File: src/rtl/mbgd_pkg.sv
// Shared widths, FSM state encoding and default parameters for the
// MBGD dot-product reduction stage.
package mbgd_pkg;

    localparam int DEF_N         = 8;
    localparam int DEF_N_BIT     = 3;
    localparam int DEF_DW1       = 8;
    localparam int DEF_DW2       = 8;
    localparam int DEF_CHUNKS    = 4;
    localparam int DEF_CHUNK_BIT = 2;

    typedef enum logic {
        IDLE  = 1'b0,
        ACCUM = 1'b1
    } state_e;

    function automatic int pw_f(input int dw1, input int dw2);
        return dw1 + dw2;
    endfunction

    function automatic int tw_f(input int dw1, input int dw2, input int n_bit);
        return pw_f(dw1, dw2) + n_bit;
    endfunction

    function automatic int aw_f(input int dw1, input int dw2, input int n_bit,
                                input int chunk_bit);
        return tw_f(dw1, dw2, n_bit) + chunk_bit;
    endfunction

endpackage

File: src/rtl/mbgd_adder_tree.sv
// Pipelined binary adder tree: one registered level per stage, N_bit stages,
// accepts one chunk of N products every cycle.
module mbgd_adder_tree
    import mbgd_pkg::*;
#(
    parameter int N     = DEF_N,
    parameter int N_bit = DEF_N_BIT,
    parameter int PW    = DEF_DW1 + DEF_DW2
) (
    input  logic                  clk,
    input  logic                  resetn,
    input  logic                  clear,
    input  logic                  in_valid,
    input  logic [PW*N-1:0]       in_data,
    output logic                  out_valid,
    output logic [PW+N_bit-1:0]   out_sum
);

    localparam int TW = PW + N_bit;

    // Heap-indexed tree: node i adds nodes 2i and 2i+1, leaves are N..2N-1.
    // Every node is held at the full tree width; a level-L node never uses
    // more than PW+L bits, so the upper bits of lower levels stay zero.
    logic [TW-1:0]    w_node [2:2*N-1];
    logic [TW-1:0]    r_node [1:N-1];
    logic [N_bit-1:0] r_vld;

    always_comb begin
        w_node = '{default: '0};
        for (int i = 2; i < N; i++) begin
            w_node[i] = r_node[i];
        end
        for (int k = 0; k < N; k++) begin
            w_node[N+k] = TW'(in_data[k*PW +: PW]);
        end
    end

    always_ff @(posedge clk or negedge resetn) begin
        if (!resetn) begin
            r_vld <= '0;
            for (int i = 1; i < N; i++) begin
                r_node[i] <= '0;
            end
        end else begin
            r_vld <= clear ? '0 : N_bit'({r_vld, in_valid});
            for (int i = 1; i < N; i++) begin
                r_node[i] <= w_node[2*i] + w_node[2*i+1];
            end
        end
    end

    assign out_valid = r_vld[N_bit-1];
    assign out_sum   = r_node[1];

endmodule

File: src/rtl/mbgd_dot_prod_accum.sv
// Reduces N packed products per chunk through the adder tree and accumulates
// CHUNKS tree sums into one row dot product, flagged by a one-cycle pulse.
module mbgd_dot_prod_accum
    import mbgd_pkg::*;
#(
    parameter int  N         = DEF_N,
    parameter int  N_bit     = DEF_N_BIT,
    parameter int  DW1       = DEF_DW1,
    parameter int  DW2       = DEF_DW2,
    parameter int  CHUNKS    = DEF_CHUNKS,
    parameter int  CHUNK_bit = DEF_CHUNK_BIT,
    localparam int PW        = pw_f(DW1, DW2),
    localparam int TW        = tw_f(DW1, DW2, N_bit),
    localparam int AW        = aw_f(DW1, DW2, N_bit, CHUNK_bit)
) (
    input  logic                 clk,
    input  logic                 resetn,
    input  logic                 clear,
    input  logic                 prod_valid,
    input  logic [PW*N-1:0]      prod_in,
    output logic [AW-1:0]        sum_out,
    output logic                 sum_valid,
    output logic [CHUNK_bit-1:0] chunk_cnt,
    output logic                 busy
);

    localparam logic [CHUNK_bit-1:0] LAST_CHUNK = CHUNK_bit'(CHUNKS - 1);

    logic                 w_tree_valid;
    logic [TW-1:0]        w_tree_sum;
    logic [AW-1:0]        w_tree_ext;
    logic [N_bit-1:0]     r_inflight;

    state_e               r_state, w_state_nxt;
    logic [AW-1:0]        r_acc, w_acc_nxt;
    logic [CHUNK_bit-1:0] r_cnt, w_cnt_nxt;
    logic [AW-1:0]        r_sum_out, w_sum_out_nxt;
    logic                 r_sum_valid, w_sum_valid_nxt;

    mbgd_adder_tree #(
        .N     (N),
        .N_bit (N_bit),
        .PW    (PW)
    ) u_tree (
        .clk       (clk),
        .resetn    (resetn),
        .clear     (clear),
        .in_valid  (prod_valid),
        .in_data   (prod_in),
        .out_valid (w_tree_valid),
        .out_sum   (w_tree_sum)
    );

    assign w_tree_ext = AW'(w_tree_sum);

    always_comb begin
        w_state_nxt     = r_state;
        w_acc_nxt       = r_acc;
        w_cnt_nxt       = r_cnt;
        w_sum_out_nxt   = r_sum_out;
        w_sum_valid_nxt = 1'b0;
        if (clear) begin
            w_state_nxt = IDLE;
            w_acc_nxt   = '0;
            w_cnt_nxt   = '0;
        end else if (w_tree_valid) begin
            case (r_state)
                IDLE: begin
                    w_state_nxt = ACCUM;
                    w_acc_nxt   = w_tree_ext;
                    w_cnt_nxt   = CHUNK_bit'(1);
                end
                ACCUM: begin
                    if (r_cnt == LAST_CHUNK) begin
                        w_sum_out_nxt   = r_acc + w_tree_ext;
                        w_sum_valid_nxt = 1'b1;
                        w_acc_nxt       = '0;
                        w_cnt_nxt       = '0;
                        w_state_nxt     = IDLE;
                    end else begin
                        w_acc_nxt = r_acc + w_tree_ext;
                        w_cnt_nxt = r_cnt + CHUNK_bit'(1);
                    end
                end
                default: w_state_nxt = IDLE;
            endcase
        end
    end

    // Occupancy shadow of the tree valid chain, used only for busy.
    always_ff @(posedge clk or negedge resetn) begin
        if (!resetn) begin
            r_state     <= IDLE;
            r_acc       <= '0;
            r_cnt       <= '0;
            r_sum_out   <= '0;
            r_sum_valid <= 1'b0;
            r_inflight  <= '0;
        end else begin
            r_state     <= w_state_nxt;
            r_acc       <= w_acc_nxt;
            r_cnt       <= w_cnt_nxt;
            r_sum_out   <= w_sum_out_nxt;
            r_sum_valid <= w_sum_valid_nxt;
            r_inflight  <= clear ? '0 : N_bit'({r_inflight, prod_valid});
        end
    end

    assign sum_out   = r_sum_out;
    assign sum_valid = r_sum_valid;
    assign chunk_cnt = r_cnt;
    assign busy      = (r_state == ACCUM) | (|r_inflight);

endmodule

File: config.mk
export PLATFORM = sky130hd
export DESIGN_NAME = mbgd_dot_prod_accum
export DESIGN_NICKNAME = d
export VERILOG_FILES = /design/src/rtl/mbgd_pkg.sv /design/src/rtl/mbgd_adder_tree.sv /design/src/rtl/mbgd_dot_prod_accum.sv
export SDC_FILE = /design/constraint.sdc
export NUM_CORES = 1
export LEC_CHECK = 0
export CORE_MARGIN = 1.5
export CORE_UTILIZATION = 51
export CTS_BUF_LIST = sky130_fd_sc_hd__clkbuf_4
export DETAILED_ROUTE_END_ITERATION = 8
export PLACE_DENSITY = 0.79
export SLEW_MARGIN = 0
export SYNTH_ARGS = -nofsm -noshare
export SYNTH_HDL_FRONTEND = slang
export SYNTH_SLANG_ARGS = --single-unit
File: constraint.sdc
create_clock -name clk -period 2.8 [get_ports clk]
set_input_delay 0.56 -clock clk [delete_from_list [all_inputs] [get_ports clk]]
set_output_delay 0.56 -clock clk [all_outputs]
set_load 0.01 [all_outputs]
### Yosys cells after proc, flatten, opt, wreduce, memory -nomap -nowiden

Index checks and enable logic that the tools add are counted.

| word-level totals | value |
|---|---|
| bits of input ports | 132 |
| output and inout bits | 25 |
| bits in registers | 185 |
| word-level logic and storage cells | 48 |

| cells by class | value |
|---|---|
| eq/ne operators | 1 |
| bitwise operators | 3 |
| multiplexer cells | 18 |
| reductions and logical operators | 3 |
| add/subtract/negate cells | 9 |

Operators with widths:

| operator | count |
|---|---|
| adder 16 x 16 -> 17 bit | 4 |
| two-way mux 21 bit | 3 |
| adder 19 bit | 3 |
| case mux 21 bit (2 select lines) | 1 |
| adder 21 x 19 -> 21 bit | 1 |
| two-way mux 1 bit | 7 |
| two-way mux 2 bit | 3 |
| two-way mux 3 bit | 2 |
| case mux 2 bit (2 select lines) | 1 |
| AND reduction 4 bit | 1 |
| OR reduction 3 bit | 1 |
| adder 2 x 1 -> 2 bit (second input constant) | 1 |
| == test 2 bit (second input constant) | 1 |
| inverter 1 bit | 2 |
| case mux 1 bit (2 select lines) | 1 |
| nonzero test 2 bit | 1 |
| bitwise OR 1 bit | 1 |

### Longest topological paths before layout

Gate-level depths: netlist of the first run.

| depth | value |
|---|---|
| depth in word-level cells | 5 |
| gate-level depth with buffers | 11 |
| gate-level depth less buffers | 11 |

### By module

From an unflattened synthesis of the first run, not the netlist that was laid out.

| second synthesis, totals | value |
|---|---|
| cell total of the unflattened synthesis | 1219 |
| area, all modules | 11751.3 sq um |

Modules (own cells, without submodules):

| module | instances | area an instance (sq um) | sequential area each (sq um) | cells an instance |
|---|---|---|---|---|
| mbgd_adder_tree | 1 | 8692.1 | 3153.0 | 882 |
| mbgd_dot_prod_accum | 1 | 3059.2 | 1226.2 | 337 |

### Worst setup path before layout of the first run

OpenSTA, ideal clock, no wires.

| timing path | value |
|---|---|
| kind | flip-flop to flip-flop |
| from | register u_tree.r_node[76] (netlist bit) |
| to | register u_tree.r_node (netlist bit u_tree.out_sum[18]) |
| arrival | 2.478 ns |
| clock period less this slack | 2.609 ns |
| setup time | 0.131 ns |
| data required time | 2.669 ns |
| slack | 0.191 ns |
| stages on the path, launching flop included | 10 |
| buffers on the path | 0 |
| cells stage by stage | dfrtp_1 > ha_1 > fa_1 > a21oi_1 > o211ai_1 > o41ai_1 > o21ai_0 > a221o_1 > a21oi_1 > o21ai_0 |

| between the ends | value |
|---|---|
| longest elaborated chain between the ends | 1 |

Ends and longest elaborated chain:

| element | line | source |
|---|---|---|
| from (decl) | mbgd_adder_tree.sv:25 | `logic [TW-1:0] r_node [1:N-1];` |
| from (signal, indexed assignment) | mbgd_adder_tree.sv:47 | `r_node[i] <= w_node[2*i] + w_node[2*i+1];` |
| adder 19 bit | mbgd_adder_tree.sv:47 |  |

Every way passes these cells.
A chain may end at the register's enable or synchronous reset.

### Worst setup path in the final report of the first run

| timing path | value |
|---|---|
| from | register r_acc[0] |
| to | register r_acc[20] |

| between the ends | value |
|---|---|
| longest elaborated chain between the ends | 5 |

Ends and longest elaborated chain:

| element | line | source |
|---|---|---|
| from (decl) | mbgd_dot_prod_accum.sv:35 | `logic [AW-1:0] r_acc, w_acc_nxt;` |
| from (signal assigned) | mbgd_dot_prod_accum.sv:101 | `r_acc <= w_acc_nxt;` |
| adder 21 x 19 -> 21 bit | mbgd_dot_prod_accum.sv:81 | `w_acc_nxt = r_acc + w_tree_ext;` |
| two-way mux 21 bit | mbgd_dot_prod_accum.sv:74 | `if (r_cnt == LAST_CHUNK) begin` |
| case mux 21 bit (2 select lines) | mbgd_dot_prod_accum.sv:67 | `case (r_state)` |
| two-way mux 21 bit | mbgd_dot_prod_accum.sv:66 | `end else if (w_tree_valid) begin` |
| two-way mux 21 bit | mbgd_dot_prod_accum.sv:62 | `if (clear) begin` |

Every way passes these cells. The select of a mux whose other input is x is not followed.

==> results by group, run 1 <==
Synthesis
  • Seq/Total Area, Yosys: 40.13%
  • Synth Instances: 1,076
  • Ys Warns: 0
  • Mapped cell area: 10,730 um2
  • Top post-synthesis cells by area: dfrtp_1 (40%), ha_1 (16%), xnor2_1 (6.2%)
  • Syn_area_per_cell: 9.968 um2
  • Yosys top cell by area: dfrtp_1
  • Post-Syn Nets: 1,352
  • Register bit total from synthesis: 172
  • Ys async rst share: 100.0%
  • Ys flop type: dfrtp_1
  • Synth cell types: 60
  • Post-synth EDFFs: 0
  • Area share of the leading cell type in the synthesized netlist: 40.13%

Critical path
  • Crit-path slowest cell: dfrtp_1
  • CP endpoint kind: flop
  • Most used cell, CP: o31ai_2
  • Crit Path Class: flop to flop
  • Startpoint Class: flop
  • Cells along the critical path: ha_1, inv_1, fa_1, nor2b_1, o31ai_2, a21oi_2, a2111oi_4, o31ai_2, o211a_1, o211ai_1, a21bo_2
  • Buf/Inv on CP: 1
  • Crit-path max cell delay: 400 ps
  • Worst endpoint required time: 3260 ps
  • CP arrival: 3170 ps
  • CP top delay family: compound AO/OA/AOI/OAI gates
  • Crit Path Max Fanout: 4

STA
  • Least-Margin Pin Slew: 517.7 ps
  • Post-Route Skew: 24.10 ps
  • Final Hold Viols: 0
  • Part of the cycle the worst path needs: 96.73%
  • # setup viols final: 0
  • F_max: 369.2 MHz
  • Post-route minimum period: 2708 ps
  • Max-slew headroom: 65.49%
  • RSZ-0062 raised after global routing: true
  • Max-slew violations: 0

CTS
  • Num CTS Buffers: 17
  • Worst-path clk slew: 130 ps
  • Clk buf depth: 2
  • Clk_lat worst skew: 570 ps
  • Max H-tree Level: 4
  • Root Driver: clkbuf_4
  • CTS Sinks: 172
  • TritonCTS clock tree: done

Cells and area
  • Layout Utilization: 65.49%
  • P&R area growth vs syn: 24.74%
  • Final Cell Area: 13,380 um2
  • Final #Nets: 1,572
  • Share of post-route cells with drive strength above 1: 9.091%
  • FILL cells: 1,633

Floorplan
  • Core ar.: 20,430 um2
  • Die Wd: 148.0 um
  • Die Area: 21,910 um2
  • Num rows: 52
  • Die H: 148.0 um
  • I/O pin count: 157
  • Initial Util: 52.50%

Pwr
  • Power Dens Cells: 720.6 nW/um2
  • Leakage: 6.115 nW
  • VDD IR max: 0.0003240 V

Routing
  • Final ANT Viol Nets: 0
  • Metal2 WL: 10,860 um
  • Uppermost layer routed: met5
  • WL/cell: 14.07 um
  • Via density per instance: 5.400
  • Detailed-route DRC error count: 0
  • DRT Pass-1 Iters: 7
  • Final wirelength: 22,230 um
  • Routed vias: 8,532
  • Initial DRC count: 336
  • Wire length on met1: 10,200 um
  • Metal3 WL: 864 um

Placed design
  • PortBufs: 156
  • Final HPWL DP: 17,990 um
  • GPL Wtd Cong: 0.8709
  • Cell Area, Placed: 13,030 um2

Global route
  • Vias in the first global route: 8,452
  • Largest net degree at the start of global routing: 56
  • First-pass GRT wire length: 37,850 um
  • Global route total overflow: 0
  • Gr usage total: 21.27%
  • Antenna violations before repair: 2

Worst hold path
  • Min-Delay Path Class: flop to flop

Run
  • MaxCap Viol Count: 0

Outcome
  • Status: finished, final reports clean
## flip-flops by register name (all words and copies together) (netlist names)
| name | count |
|---|---|
| u_tree.r_node | 104 |
| r_state | 1 |
| r_inflight | 1 |
| sum_valid | 1 |
| sum_out | 21 |
| u_tree.r_vld | 2 |
| chunk_cnt | 2 |
| u_tree.out_sum | 19 |
| r_acc | 21 |
## what timing repair did
item	4_1_cts	5_1_grt
hold endpoints to repair	52	0
setup endpoints to repair	2	10
hold buffers	1	0
pin swaps	0	5
gates resized for setup	1	8
setup buffers	0	1
## path summary, 6_finish.rpt
path	startpoint	endpoint	slack [ps]	cells past startpoint
min	u_tree.r_node[95]$_DFF_PN0_	u_tree.out_sum[0]$_DFF_PN0_	480	1
max in group asynchronous	resetn	u_tree.r_node[84]$_DFF_PN0_	1610	3
min in group asynchronous	resetn	u_tree.r_vld[0]$_DFF_PN0_	490	2
min reg2reg	u_tree.r_node[95]$_DFF_PN0_	u_tree.out_sum[0]$_DFF_PN0_	480	1
max	r_acc[0]$_DFFE_PN0P_	r_acc[20]$_DFFE_PN0P_	90	11
max reg2reg	r_acc[0]$_DFFE_PN0P_	r_acc[20]$_DFFE_PN0P_	90	11
## per-stage QoR
stage / TNS (ps) / hold slack (ps) / instances / power, W / setup slack [ps]
4_1_cts: 0 / 481.2 / 1578 / 0.009637 / 14.40
3_5_place_dp: -5774 / 454.8 / 1545 / 0.008214 / -490.2
6_report: 0 / 483.4 / 1580 / 0.009641 / 91.60
3_3_place_gp: -4889 / 456.7 / 1545 / 0.008080 / -393.0
5_1_grt: -1004 / 509.3 / 1580 / 0.01044 / -209.3
2_1_floorplan: 0 / 264.4 / 1076 / 0.006876 / 191.0
## metal layers
layer	global-route usage [%]	vias to the layer above
met3	3.549	26
li1	-	4353
met1	27.73	3964
met5	0	-
met2	36.80	187
met4	5.446	2
## area by class of cell
| cell class | count | area [um2] | share of cell area, % |
|---|---|---|---|
| inverter | 42 | 157.7 | 1.178 |
| antenna | 1 | 2.502 | 0.01870 |
| tap | 270 | 337.8 | 2.525 |
| clock buffer | 18 | 135.1 | 1.010 |
| timing repair buffer | 217 | 2048 | 15.31 |
| sequential | 172 | 4304 | 32.17 |
| multi-input combinational | 846 | 6245 | 46.68 |
| clock inverter | 14 | 148.9 | 1.113 |
## logic make-up (layout without fill, tap and decap cells)
kind of cell	after synthesis	in the layout	synth area share, %
mux	2	2	0.2100
simple gates	259	259	11.26
flops	172	172	40.13
buf+inv	58	291	2.041
fa+ha+maj	144	144	17.36
xor+xnor	103	103	8.411
compound gates	338	338	20.59
other cells	0	1	0
## Yosys cell counts (11+ instances only)
| master | n |
|---|---|
| dfrtp_1 | 172 |
| ha_1 | 136 |
| o21ai_0 | 92 |
| nor2_1 | 85 |
| a21oi_1 | 81 |
| xnor2_1 | 76 |
| nand2_1 | 65 |
| inv_1 | 42 |
| a21o_1 | 29 |
| xor2_1 | 27 |
| nor2b_1 | 25 |
| nand3_1 | 20 |
| nor3_1 | 20 |
| o21a_1 | 18 |
| a211oi_1 | 16 |
| a22oi_1 | 15 |
| clkbuf_1 | 15 |
| nand2b_1 | 13 |
| o21bai_1 | 11 |
## report_power, final
part	switching [W]	leakage [nW]	internal [W]
sequential	0.000281	2.12	0.00313
clock	0.000844	0.144	0.000539
combinational	0.00256	3.86	0.00228
## cell usage in the layout, fill, tap and decap left out, types with 8 or more instances in the layout
master and n:
clkbuf_4 18, a211oi_1 16, inv_1 42, buf_4 58
ha_1 136, a22oi_1 15, nor2_1 85, nand2_1 65
nor3_1 20, nand4_1 8, fa_1 8, o21bai_1 11
xnor2_1 76, o211ai_1 8, dfrtp_1 172, clkdlybuf4s50_1 155
nor2b_1 25, o21ai_0 90, o21a_1 18, xor2_1 27
a21o_1 29, a21oi_1 79, nand3_1 20, nand2b_1 13
Power figures use the tool's default switching activity.
==> run 2: changes to the inputs <==
CORE_UTILIZATION = 57   (was 51)
PLACE_DENSITY = 0.83   (was 0.79)
clock period = 3 ns   (was 2.8 ns; I/O delays follow)
==> run 2 against run 1 <==
Clock-buffer cell count is 1 lower. Largest cell class unchanged. Sequential power is 6.2% lower. Hold slack worse by 460 ps. Non-clock buffer count is 20 lower. Sequential share of layout area is 0.66 points higher. Clock skew is 5.0 ps lower. Sequential cell count stayed put. Core utilization is 6.5 points higher. Total power is 8.2% lower. First-iteration DRC count is 27% higher.
==> results by group, run 2 (synthesis results as in run 1) <==
Pwr
  • Switching Fraction: 38.82% (was 38.27%)
  • Pint: 0.005412 W (was 0.005952 W)
  • Flop pwr share: 36.1% (was 35.4%)
  • Pwr Total: 0.008845 W (was 0.009641 W)
  • Combinational share of power: 50.0% (was 50.3%)
  • VDD IR max: 0.0003096 V (was 0.0003240 V)
  • Power Dens Cells: 674.7 nW/um2 (was 720.6 nW/um2)
  • Sw Pwr: 0.003434 W (was 0.003689 W)
  • Leakage: 6.009 nW (was 6.115 nW)
  • Clk pwr share: 13.9% (was 14.3%)

Cells and area
  • Share of post-route cells with drive strength above 1: 7.292% (was 9.091%)
  • Largest register by flop count: u_tree.r_node (unchanged)
  • Layout Utilization: 72.00% (was 65.49%)
  • FF+latch area: 4304 um2 (unchanged)
  • Final #Nets: 1,552 (was 1,572)
  • FILL cells: 1,303 (was 1,633)
  • Largest register FFs: 104 (unchanged)
  • Commonest non-fill, non-tap cells in the layout: dfrtp_1 (172), clkdlybuf4s50_1 (155), ha_1 (136) (unchanged)
  • P&R area growth vs syn: 22.24% (was 24.74%)
  • Leading cell type in the layout, fill and taps excluded: dfrtp_1 (unchanged)
  • Multi-input gate area: 6210 um2 (was 6245 um2)
  • Final Cell Area: 13,110 um2 (was 13,380 um2)

Floorplan
  • Die H: 140.2 um (was 148.0 um)
  • Core ar.: 18,210 um2 (was 20,430 um2)
  • Die Area: 19,650 um2 (was 21,910 um2)
  • Num rows: 49 (was 52)
  • Die Wd: 140.2 um (was 148.0 um)
  • Initial Util: 58.90% (was 52.50%)
  • I/O pin count: 157 (unchanged)

Critical path
  • Reg2Reg Depth: 9 (was 11)
  • Worst endpoint required time: 3400 ps (was 3260 ps)
  • Worst reg2reg path endpoint: u_tree.r_node[93]$_DFF_PN0_ (was r_acc[20]$_DFFE_PN0P_)
  • CP arrival: 3210 ps (was 3170 ps)
  • Crit Path Max Fanout: 3 (was 4)
  • Crit Path Class: flop to flop (unchanged)
  • Reg2Reg Launch Point: u_tree.r_node[5]$_DFF_PN0_ (was r_acc[0]$_DFFE_PN0P_)
  • Startpoint Class: flop (unchanged)
  • Reg2reg setup slack: 190 ps (was 90 ps)
  • CP endpoint kind: flop (unchanged)

CTS
  • Clk_lat worst skew: 570 ps (about the same)
  • TritonCTS clock tree: done (unchanged)
  • Max H-tree Level: 4 (unchanged)
  • Root Driver: clkbuf_4 (unchanged)
  • CTS Sinks: 172 (unchanged)
  • Num CTS Buffers: 17 (unchanged)
  • Postcts setup bufs: 0 (unchanged)
  • Worst-path clk slew: 140 ps (was 130 ps)
  • Clk buf depth: 2 (unchanged)

Global route
  • Global route total overflow: 0 (unchanged)
  • Gr usage total: 23.42% (was 21.27%)
  • Antenna violations before repair: 1 (was 2)
  • Vias in the first global route: 8,348 (was 8,452)
  • Largest net degree at the start of global routing: 76 (was 56)
  • First-pass GRT wire length: 37,230 um (was 37,850 um)

STA
  • Part of the cycle the worst path needs: 93.55% (was 96.73%)
  • Max-slew violations: 0 (unchanged)
  • RSZ-0062 raised after global routing: false (was true)
  • Post-route minimum period: 2806 ps (was 2708 ps)
  • Max-slew headroom: 55.18% (was 65.49%)
  • Post-Route Skew: 19.07 ps (was 24.10 ps)
  • F_max: 356.3 MHz (was 369.2 MHz)
  • Least-Margin Pin Slew: 672.3 ps (was 517.7 ps)
  • # setup viols final: 0 (unchanged)
  • Final Hold Viols: 0 (unchanged)
  • Worst hold slack: 19.10 ps (was 483.4 ps)
  • Setup tns final: 0 ps (unchanged)

Placed design
  • GPL Wtd Cong: 0.9262 (was 0.8709)
  • Cell Area, Placed: 12,830 um2 (was 13,030 um2)
  • PortBufs: 156 (unchanged)
  • Final HPWL DP: 17,810 um (was 17,990 um)

Routing
  • Via density per instance: 5.645 (was 5.400)
  • Routed vias: 8,575 (was 8,532)
  • Detailed-route DRC error count: 0 (unchanged)
  • Initial DRC count: 428 (was 336)
  • WL/cell: 14.36 um (was 14.07 um)
  • DRT Pass-1 Iters: 8 (was 7)
  • Final wirelength: 21,810 um (was 22,230 um)
  • Final ANT Viol Nets: 0 (unchanged)

Worst hold path
  • Min-Delay Path Class: input port to async pin (was flop to flop)

Outcome
  • Status: finished, final reports clean (unchanged)

Run
  • MaxCap Viol Count: 0 (unchanged)
## run 2: power by group through the flow
stage / combinational, W / sequential [W] / clock [W]
6_report: 0.00442 / 0.00320 / 0.00123
5_1_grt: 0.00496 / 0.00324 / 0.00137
4_1_cts: 0.00437 / 0.00320 / 0.00126
3_5_place_dp: 0.00435 / 0.00325 / 0
3_3_place_gp: 0.00421 / 0.00324 / 0
2_1_floorplan: 0.00328 / 0.00314 / 0
## run 2: layer usage
layer,share of wire (%),vias to the layer above,GRT usage (%)
met5,0,-,0
met2,49,226,40.28
li1,-,4322,-
met3,4.3,39,3.966
met4,1.8,0,8.089
met1,45,3988,30.00
## run 2: stage by stage
step,instances,setup WS [ps]
floorplan,1076,372.5
global placement,1486,-140.4
detailed placement,1486,-231.8
CTS,1518,78.57
global route,1519,43.79
finish,1519,193.5
## run 2: layout make-up
cell class | count | share of cell area, %
Tap cell | 229 | 2.186
Inverter | 42 | 1.203
Antenna cell | 1 | 0.01909
Sequential cell | 172 | 32.83
Timing Repair Buffer | 197 | 14.36
Clock buffer | 17 | 0.9735
Multi-Input combinational cell | 846 | 47.37
Clock inverter | 15 | 1.059
## run 2: repair_timing
item,CTS,global route
resized for setup,0,1
hold buffers,0,0
endpoints found under the setup margin,0,2
## run 2: how the worst max path moves through the flow
stage                                 from                           end  cells after the start
2_1_floorplan                  prod_in[97]   u_tree.r_node[15]$_DFF_PN0_                      9
3_3_place_gp                   prod_in[32]   u_tree.r_node[52]$_DFF_PN0_                     12
3_5_place_dp                   prod_in[32]   u_tree.r_node[54]$_DFF_PN0_                     12
4_1_cts        u_tree.r_node[95]$_DFF_PN0_  u_tree.out_sum[18]$_DFF_PN0_                      9
5_1_grt               r_acc[0]$_DFFE_PN0P_       sum_out[20]$_DFFE_PN0P_                     11
6_report        u_tree.r_node[5]$_DFF_PN0_   u_tree.r_node[93]$_DFF_PN0_                      9
## run 2: worst max-delay path, cell delays in order, from the launching register on
cell and delay [ps]:
dfrtp_1 390, ha_1 330, o21ai_0 240, a21boi_0 180
o22a_1 230, a21oi_1 270, o221a_2 250, nor2_1 50
o41ai_1 430, o21ai_0 290
